**src/rtl/apb_master_bridge_if.sv**
```systemverilog
// APB3 bus between apb_master_bridge and its four peripheral slots.
interface apb_master_bridge_if;
  logic [31:0] PADDR;
  logic        PWRITE;
  logic [31:0] PWDATA;
  logic        PENABLE;
  logic        PSEL0;
  logic        PSEL1;
  logic        PSEL2;
  logic        PSEL3;
  logic [31:0] PRDATA0;
  logic [31:0] PRDATA1;
  logic [31:0] PRDATA2;
  logic [31:0] PRDATA3;
  logic        PREADY0;
  logic        PREADY1;
  logic        PREADY2;
  logic        PREADY3;

  modport master (
    output PADDR, PWRITE, PWDATA, PENABLE, PSEL0, PSEL1, PSEL2, PSEL3,
    input  PRDATA0, PRDATA1, PRDATA2, PRDATA3,
    input  PREADY0, PREADY1, PREADY2, PREADY3
  );

  modport slave (
    input  PADDR, PWRITE, PWDATA, PENABLE, PSEL0, PSEL1, PSEL2, PSEL3,
    output PRDATA0, PRDATA1, PRDATA2, PRDATA3,
    output PREADY0, PREADY1, PREADY2, PREADY3
  );
endinterface

```
**src/rtl/apb_master_bridge.sv**
```systemverilog
// Core load/store to APB3 bridge with four slots decoded from addr[15:12].
// Optional ACCESS-phase watchdog enabled by defining APB_TIMEOUT_EN.
module apb_master_bridge #(
  parameter logic [31:0] BASE_ADDR   = 32'h1000_0000,
  parameter int unsigned TIMEOUT_CYC = 256
) (
  input  logic        PCLK,
  input  logic        PRESET,
  input  logic        transfer,
  input  logic        write,
  input  logic [31:0] addr,
  input  logic [31:0] wdata,
  output logic [31:0] rdata,
  output logic        ready,
  output logic        err,
  apb_master_bridge_if.master apb
);

  typedef enum logic [1:0] {IDLE, SETUP, ACCESS} state_e;

  state_e      state_q;
  logic [31:0] paddr_q;
  logic [31:0] pwdata_q;
  logic        pwrite_q;
  logic        penable_q;
  logic [3:0]  psel_q;
  logic [1:0]  slot_q;
  logic        errPend_q;

  logic [3:0]  preadyVec;
  logic [31:0] prdataSel;
  logic        selReady;
  logic        accessDone;
  logic        addrHit;
  logic        timeoutHit;

  assign preadyVec  = {apb.PREADY3, apb.PREADY2, apb.PREADY1, apb.PREADY0};
  assign selReady   = preadyVec[slot_q];
  assign accessDone = (state_q == ACCESS) && selReady;
  assign addrHit    = (addr[31:16] == BASE_ADDR[31:16]) && (addr[15:12] < 4'd4);

  always_comb begin
    prdataSel = '0;
    case (slot_q)
      2'd0: prdataSel = apb.PRDATA0;
      2'd1: prdataSel = apb.PRDATA1;
      2'd2: prdataSel = apb.PRDATA2;
      2'd3: prdataSel = apb.PRDATA3;
      default: prdataSel = '0;
    endcase
  end

`ifdef APB_TIMEOUT_EN
  localparam int unsigned CntLog   = $clog2(TIMEOUT_CYC);
  localparam int unsigned CntWidth = (CntLog < 8) ? 8 : ((CntLog > 16) ? 16 : CntLog);

  logic [CntWidth-1:0] toCnt_q;

  // Counts stalled ACCESS cycles; cleared while passing through SETUP.
  always_ff @(posedge PCLK or negedge PRESET) begin
    if (!PRESET) begin
      toCnt_q <= '0;
    end else if (state_q == SETUP) begin
      toCnt_q <= '0;
    end else if ((state_q == ACCESS) && !selReady) begin
      toCnt_q <= toCnt_q + 1'b1;
    end
  end

  assign timeoutHit = (state_q == ACCESS) && !selReady &&
                      (toCnt_q == CntWidth'(TIMEOUT_CYC - 1));
`else
  assign timeoutHit = 1'b0;
`endif

  always_ff @(posedge PCLK or negedge PRESET) begin
    if (!PRESET) begin
      state_q   <= IDLE;
      paddr_q   <= '0;
      pwdata_q  <= '0;
      pwrite_q  <= 1'b0;
      penable_q <= 1'b0;
      psel_q    <= '0;
      slot_q    <= '0;
      errPend_q <= 1'b0;
    end else begin
      errPend_q <= 1'b0;
      case (state_q)
        IDLE: begin
          if (transfer) begin
            paddr_q  <= addr;
            pwrite_q <= write;
            pwdata_q <= wdata;
            slot_q   <= addr[13:12];
            if (addrHit) begin
              state_q <= SETUP;
              psel_q  <= 4'b0001 << addr[13:12];
            end else begin
              errPend_q <= 1'b1;
            end
          end
        end
        SETUP: begin
          state_q   <= ACCESS;
          penable_q <= 1'b1;
        end
        ACCESS: begin
          // A timeout reports its error one cycle later, after PSEL has dropped.
          if (selReady || timeoutHit) begin
            state_q   <= IDLE;
            psel_q    <= '0;
            penable_q <= 1'b0;
            errPend_q <= timeoutHit;
          end
        end
        default: state_q <= IDLE;
      endcase
    end
  end

  assign ready = errPend_q | accessDone;
  assign err   = errPend_q;
  assign rdata = (accessDone && !pwrite_q) ? prdataSel : '0;

  assign apb.PADDR   = paddr_q;
  assign apb.PWRITE  = pwrite_q;
  assign apb.PWDATA  = pwdata_q;
  assign apb.PENABLE = penable_q;
  assign apb.PSEL0   = psel_q[0];
  assign apb.PSEL1   = psel_q[1];
  assign apb.PSEL2   = psel_q[2];
  assign apb.PSEL3   = psel_q[3];

endmodule

```
**src/flat_wrapper.sv**
```systemverilog
// flat-port wrapper written by rule: the top's interface ports become plain ports
module apb_master_bridge_flat 
#(
  parameter logic [31:0] BASE_ADDR   = 32'h1000_0000,
  parameter int unsigned TIMEOUT_CYC = 256
)
  (PCLK, PRESET, transfer, write, addr, wdata, rdata, ready, err, apb_PADDR, apb_PWRITE, apb_PWDATA, apb_PENABLE, apb_PSEL0, apb_PSEL1, apb_PSEL2, apb_PSEL3, apb_PRDATA0, apb_PRDATA1, apb_PRDATA2, apb_PRDATA3, apb_PREADY0, apb_PREADY1, apb_PREADY2, apb_PREADY3);
  apb_master_bridge_if apb_i ();
  input  logic PCLK;
  input  logic PRESET;
  input  logic transfer;
  input  logic write;
  input  logic [31:0] addr;
  input  logic [31:0] wdata;
  output logic [31:0] rdata;
  output logic ready;
  output logic err;
  output wire logic [$bits(apb_i.PADDR)-1:0] apb_PADDR;
  output wire logic [$bits(apb_i.PWRITE)-1:0] apb_PWRITE;
  output wire logic [$bits(apb_i.PWDATA)-1:0] apb_PWDATA;
  output wire logic [$bits(apb_i.PENABLE)-1:0] apb_PENABLE;
  output wire logic [$bits(apb_i.PSEL0)-1:0] apb_PSEL0;
  output wire logic [$bits(apb_i.PSEL1)-1:0] apb_PSEL1;
  output wire logic [$bits(apb_i.PSEL2)-1:0] apb_PSEL2;
  output wire logic [$bits(apb_i.PSEL3)-1:0] apb_PSEL3;
  input wire logic [$bits(apb_i.PRDATA0)-1:0] apb_PRDATA0;
  input wire logic [$bits(apb_i.PRDATA1)-1:0] apb_PRDATA1;
  input wire logic [$bits(apb_i.PRDATA2)-1:0] apb_PRDATA2;
  input wire logic [$bits(apb_i.PRDATA3)-1:0] apb_PRDATA3;
  input wire logic [$bits(apb_i.PREADY0)-1:0] apb_PREADY0;
  input wire logic [$bits(apb_i.PREADY1)-1:0] apb_PREADY1;
  input wire logic [$bits(apb_i.PREADY2)-1:0] apb_PREADY2;
  input wire logic [$bits(apb_i.PREADY3)-1:0] apb_PREADY3;
  assign apb_PADDR = apb_i.PADDR;
  assign apb_PWRITE = apb_i.PWRITE;
  assign apb_PWDATA = apb_i.PWDATA;
  assign apb_PENABLE = apb_i.PENABLE;
  assign apb_PSEL0 = apb_i.PSEL0;
  assign apb_PSEL1 = apb_i.PSEL1;
  assign apb_PSEL2 = apb_i.PSEL2;
  assign apb_PSEL3 = apb_i.PSEL3;
  assign apb_i.PRDATA0 = apb_PRDATA0;
  assign apb_i.PRDATA1 = apb_PRDATA1;
  assign apb_i.PRDATA2 = apb_PRDATA2;
  assign apb_i.PRDATA3 = apb_PRDATA3;
  assign apb_i.PREADY0 = apb_PREADY0;
  assign apb_i.PREADY1 = apb_PREADY1;
  assign apb_i.PREADY2 = apb_PREADY2;
  assign apb_i.PREADY3 = apb_PREADY3;
  apb_master_bridge #(.BASE_ADDR(BASE_ADDR), .TIMEOUT_CYC(TIMEOUT_CYC)) u_core (.PCLK(PCLK), .PRESET(PRESET), .transfer(transfer), .write(write), .addr(addr), .wdata(wdata), .rdata(rdata), .ready(ready), .err(err), .apb(apb_i));
endmodule
```
**config.mk**
```make
export PLATFORM = sky130hd
export DESIGN_NAME = apb_master_bridge_flat
export DESIGN_NICKNAME = d
export VERILOG_FILES = /design/src/rtl/apb_master_bridge_if.sv /design/src/rtl/apb_master_bridge.sv /design/src/flat_wrapper.sv
export SDC_FILE = /design/constraint.sdc
export NUM_CORES = 1
export LEC_CHECK = 0
export ABC_CLOCK_PERIOD_IN_PS = 5540
export CAP_MARGIN = 30
export CORE_ASPECT_RATIO = 0.5
export CORE_UTILIZATION = 38
export CTS_CLUSTER_DIAMETER = 100
export DETAILED_ROUTE_END_ITERATION = 8
export PLACE_DENSITY = 0.85
export SLEW_MARGIN = 10
export SYNTH_ARGS = -nofsm -noshare
export SYNTH_HDL_FRONTEND = slang
export SYNTH_SLANG_ARGS = --single-unit
```
**constraint.sdc**
```tcl
create_clock -name PCLK -period 5.54 [get_ports PCLK]
set_clock_uncertainty 0.05 [all_clocks]
set_input_delay 0.831 -clock PCLK [delete_from_list [all_inputs] [get_ports PCLK]]
set_output_delay 0.831 -clock PCLK [all_outputs]
set_load 0.02 [all_outputs]
```
Yosys cells after proc, flatten, opt, wreduce, memory -nomap -nowiden

Cells that the tools add are included.

Output and inout bits: 104
Input bits: 200
Register bits: 75

Multiplexer cells: 17
Reduce and logical (&&, ||, !) cells: 12
Shift operators: 1
Equality and inequality tests: 9
$lt $le $gt $ge: 2
Bitwise logic cells: 1

Operators by type and width:

| operator             | count |
|---|---|
| $pmux 32 s4          | 1 |
| $mux 32              | 1 |
| $eq 16x13->1 const B | 1 |
| $mux 4               | 3 |
| $pmux 4 s2           | 1 |
| $eq 2x2->1 const B   | 3 |
| $mux 2               | 3 |
| $pmux 2 s3           | 1 |
| $mux 1               | 5 |
| $eq 2x1->1 const B   | 2 |
| $logic_not 2->1      | 2 |
| $lt 4x3->1 const B   | 1 |
| $ne 2x1->1 const B   | 2 |
| $reduce_and 2->1     | 2 |
| $reduce_and 4->1     | 1 |
| $reduce_bool 2->1    | 2 |
| $shl 1x2->4 const A  | 1 |
| $logic_and 1x1->1    | 3 |
| $lt 2x3->1 const B   | 1 |
| $reduce_and 3->1     | 1 |
| $bmux 1 s2           | 1 |
| $ne 2x2->1 const B   | 1 |
| $pmux 1 s2           | 1 |
| $logic_not 1->1      | 1 |
| $or 1x1->1           | 1 |

Depth between registers and ports, before layout

Depth in word-level cells: 5
Mapped depth: 7
Gate-level depth less buffers: 4

Worst setup path after synthesis

No wires, ideal clock.

Kind: input to output
Start: in apb_PREADY1
End: out rdata[10]
Required time: 4.659 ns
Setup slack: 2.770 ns
Cell stages on the path: 5
Arrival: 1.889 ns
Cell sequence: mux4_2 nand2_2 or3_4 buf_8 nor2b_4

Cells in the longest elaborated chain, start to end: 5

Ends and longest elaborated chain:

| what                         | line                     | text |
|---|---|---|
| start, declared              | flat_wrapper.sv:31       | `input wire logic [$bits(apb_i.PREADY1)-1:0] apb_PREADY1;` |
| $bmux 1 s2                   | apb_master_bridge.sv:38  | `assign selReady = preadyVec[slot_q];` |
| $mux 1 (not written as such) | apb_master_bridge.sv:38  |  |
| $logic_and 1x1->1            | apb_master_bridge.sv:39  | `assign accessDone = (state_q == ACCESS) && selReady;` |
| $logic_and 1x1->1            | apb_master_bridge.sv:123 | `assign rdata = (accessDone && !pwrite_q) ? prdataSel : '0;` |
| $mux 32                      | apb_master_bridge.sv:123 |  |
| end, declared                | flat_wrapper.sv:15       | `output logic [31:0] rdata;` |

Every way passes these cells. The select of a mux whose other input is x is not followed.

Worst setup path in the final report

Start: in apb_PREADY3
End: out rdata[31]

Cells in the longest elaborated chain, start to end: 5

Ends and longest elaborated chain:

| what                         | line                     | text |
|---|---|---|
| start, declared              | flat_wrapper.sv:33       | `input wire logic [$bits(apb_i.PREADY3)-1:0] apb_PREADY3;` |
| $bmux 1 s2                   | apb_master_bridge.sv:38  |  |
| $mux 1 (not written as such) | apb_master_bridge.sv:38  |  |
| $logic_and 1x1->1            | apb_master_bridge.sv:39  |  |
| $logic_and 1x1->1            | apb_master_bridge.sv:123 |  |
| $mux 32                      | apb_master_bridge.sv:123 |  |

Every way passes these cells. The select of a mux whose other input is x is not followed.

==> flow_metrics.tcl <==
set metrics [dict create \
    synth_edf_count 0 \
    final_core_util_pct 72.7 \
    r2r_slack_ns 2.99 \
    dr.pass1.iters 4 \
    maxCapViolations 0 \
    r2r-start "u_core.state_q[1]" \
    grt_max_degree 65 \
    ys_seq_area_share_pct 43.7 \
    path_class "input port to output port" \
    synthesis.area_mm2 0.00418 \
    ys_warn_count 0 \
    cts_root_buffer "clkbuf_16" \
    vias_per_cell 4.82 \
    postCtsHoldBufs 0 \
    start_util_pct 40.0 \
    grt_pass1_wl_um 22600 \
    cts_buffers 9 \
    antenna_found_initial 0 \
    multiInputGateArea_mm2 0.00218 \
    grt_remaining_overflow 0 \
    place_hpwl_um 11400 \
    num_antenna_cells 0 \
    syn_avg_cell_area_um2 10.3 \
    use_met2_pct 49.8 \
    portBuffers 303 \
    dieArea_mm2 0.0115 \
    cts.clk_slew.worst_paths_ns 0.06 \
    timing.fmax_mhz 237 \
    combPwrFrac_pct 28.2 \
    grt_busiest_layer "met2" \
    die_w_um 150 \
    p_sw_mw 0.448 \
    place_congestion 0.834 \
    drive_above_1_share_pct 12.8 \
    syn-num-nets 607 \
    tns_ns 0 \
    rsz0062_at_grt "no" \
    start_kind "input port" \
    pre_cts_ws_ns 1.33 \
    ir_drop_v 0.000184 \
    ys.flop_type "dfrtp_1" \
    rows 26 \
    cts_tree "yes" \
    wl_um 14600 \
    ys_ff_latch 73 \
    clk_path_buf_depth 2 \
    die_y_um 76.2 \
    crit_fanout 32 \
    power.leakage_nw 3.26 \
    relSlewSlack_pct 39.2 \
    grt_pass1_vias 4271 \
    switching_share_pct 26.1 \
    cts.htree.levels 3 \
    synth_cell_types 34 \
    area_growth_pct 81.5 \
    final_hold_viol_count 0 \
    n_fill_cell 741 \
    final_antenna_net_count 0 \
    route.detailed.wl_per_inst_um 17.4 \
    clock_latency_ns 0.33 \
    ff2ff_path_depth 5 \
    outcome "complete, no violations" \
    io_pins 304 \
    setup_viol 0 \
    nets 897 \
    core_area_mm2 0.0104 \
    clockPowerShare_pct 36.8 \
    syn_inst 407 \
    drc 0 \
    use_met1_pct 27.7 \
    post-route-period-util_pct 76.2 \
    cts.sinks 73 \
    tightestPinTransition_ns 0.913 \
    drtIter0Drc 158 \
    r2r-end "u_core.psel_q[0]" \
    timing.final.ws_setup_ns 1.32 \
    p_int_mw 1.27 \
    via_count 4058 \
    grt_usage_pct 25.9 \
    grtUsageMet3_pct 4.73 \
    post-route-min-period_ns 4.22 \
    cts_setup_buffers 0 \
    crit_arrival_ns 3.34 \
    hold_class "input port to async pin" \
    powerDensity_mw_per_mm2 226 \
    required_ns 4.66 \
    seqPwrFrac_pct 35.0 \
    seq_area_mm2 0.00183 \
    cp-end-kind "output port" \
    drv_slew 0 \
    async_reset_ff_share_pct 100 \
    cts_resized 0 \
]
[power by group through the flow]
stage,Combinational [mW],Clock (mW),Sequential [mW]
floorplan,0.156,0,0.665
global placement,0.481,0,0.608
detailed placement,0.488,0,0.610
CTS,0.490,0.640,0.601
global route,0.517,0.662,0.606
finish,0.484,0.632,0.601
[area by class of cell]
class	instances	share of cell area (%)
Tap cell	140	2.31
Multi-Input combinational cell	301	28.7
Sequential cell	73	24.1
Timing Repair Buffer	308	40.4
Inverter	4	0.198
Clock inverter	7	1.35
Clock buffer	9	2.97
[flip-flops by register name, indices dropped and copies added, names as in the netlist]
| signal | count |
|---|---|
| u_core.psel_q | 4 |
| u_core.apb.PWDATA | 32 |
| u_core.apb.PADDR | 31 |
| u_core.err | 1 |
| u_core.state_q | 2 |
| u_core.apb.PENABLE | 1 |
| u_core.apb.PWRITE | 1 |
| u_core.slot_q | 1 |
[synth_stat cells (3+ instances only)]
| library cell | count | area share (%) |
|---|---|---|
| nand2_1 | 193 | 17 |
| clkbuf_1 | 17 | 1.5 |
| mux4_2 | 33 | 18 |
| nor2b_4 | 30 | 9.9 |
| dfrtp_1 | 73 | 44 |
| nor4_1 | 3 | 0.45 |
| buf_8 | 3 | 1.1 |
| inv_1 | 4 | 0.36 |
| buf_2 | 6 | 0.72 |
| and2_1 | 3 | 0.45 |
| nor2_1 | 6 | 0.54 |
| nor2b_1 | 5 | 0.75 |
| o21ai_1 | 4 | 0.48 |
[critical path, cell delays in order]
cell	delay [ns]
clkdlybuf4s50_1	0.40
mux4_2	0.50
nand2_2	0.17
or3_4	0.74
nor2b_1	0.10
clkdlybuf4s50_1	0.58
[metrics by stage]
step	power (mW)	hold WS (ns)	cell area (um^2)	cells
2_1_floorplan	0.821	0.485	4180	407
3_3_place_gp	1.09	0.407	7260	826
3_5_place_dp	1.10	0.411	7260	826
4_1_cts	1.73	0.384	7590	842
5_1_grt	1.79	0.408	7590	842
6_report	1.72	0.374	7590	842
[layout by cell type (no fill, tap or decap), types with 2 or more instances in the layout]
master,Yosys,layout
a21oi_1,2,2
a22o_1,2,2
a31oi_1,2,2
and2_1,3,3
buf_4,0,5
bufinv_16,0,2
clkbuf_16,0,9
clkdlybuf4s50_1,0,302
clkinv_4,0,2
dfrtp_1,73,72
inv_1,4,4
inv_6,0,2
mux4_2,33,33
nand2_1,193,193
nor2_1,6,6
nor2b_1,5,5
nor2b_4,30,30
nor4_1,3,3
o21ai_1,4,4
or4b_1,2,2
[logic make-up after synthesis]
kind of cell	Yosys count	synth area share [%]
flip-flops	73	43.7
buffers and inverters	33	4.34
AND/OR/NAND/NOR	255	32.1
multiplexers	33	17.8
AO/OA/AOI/OAI	13	2.06
[how the worst max path moves through the flow]
stage,from,endpoint,depth (start not counted)
after floorplan,apb_PREADY1,rdata[10],5
after global placement,apb_PREADY3,rdata[0],6
after detailed placement,apb_PREADY3,rdata[31],6
after CTS,apb_PREADY3,rdata[31],6
after global routing,apb_PREADY3,rdata[31],6
final,apb_PREADY3,rdata[31],6
[per-layer routing]
| layer | up-vias | part of all wire [%] |
|---|---|---|
| li1 | 1929 | - |
| met1 | 1953 | 37 |
| met2 | 144 | 55 |
| met3 | 32 | 5.9 |
| met4 | 0 | 3.1 |
| met5 | - | 0 |
Note: power is estimated with default switching activity, not from simulation.
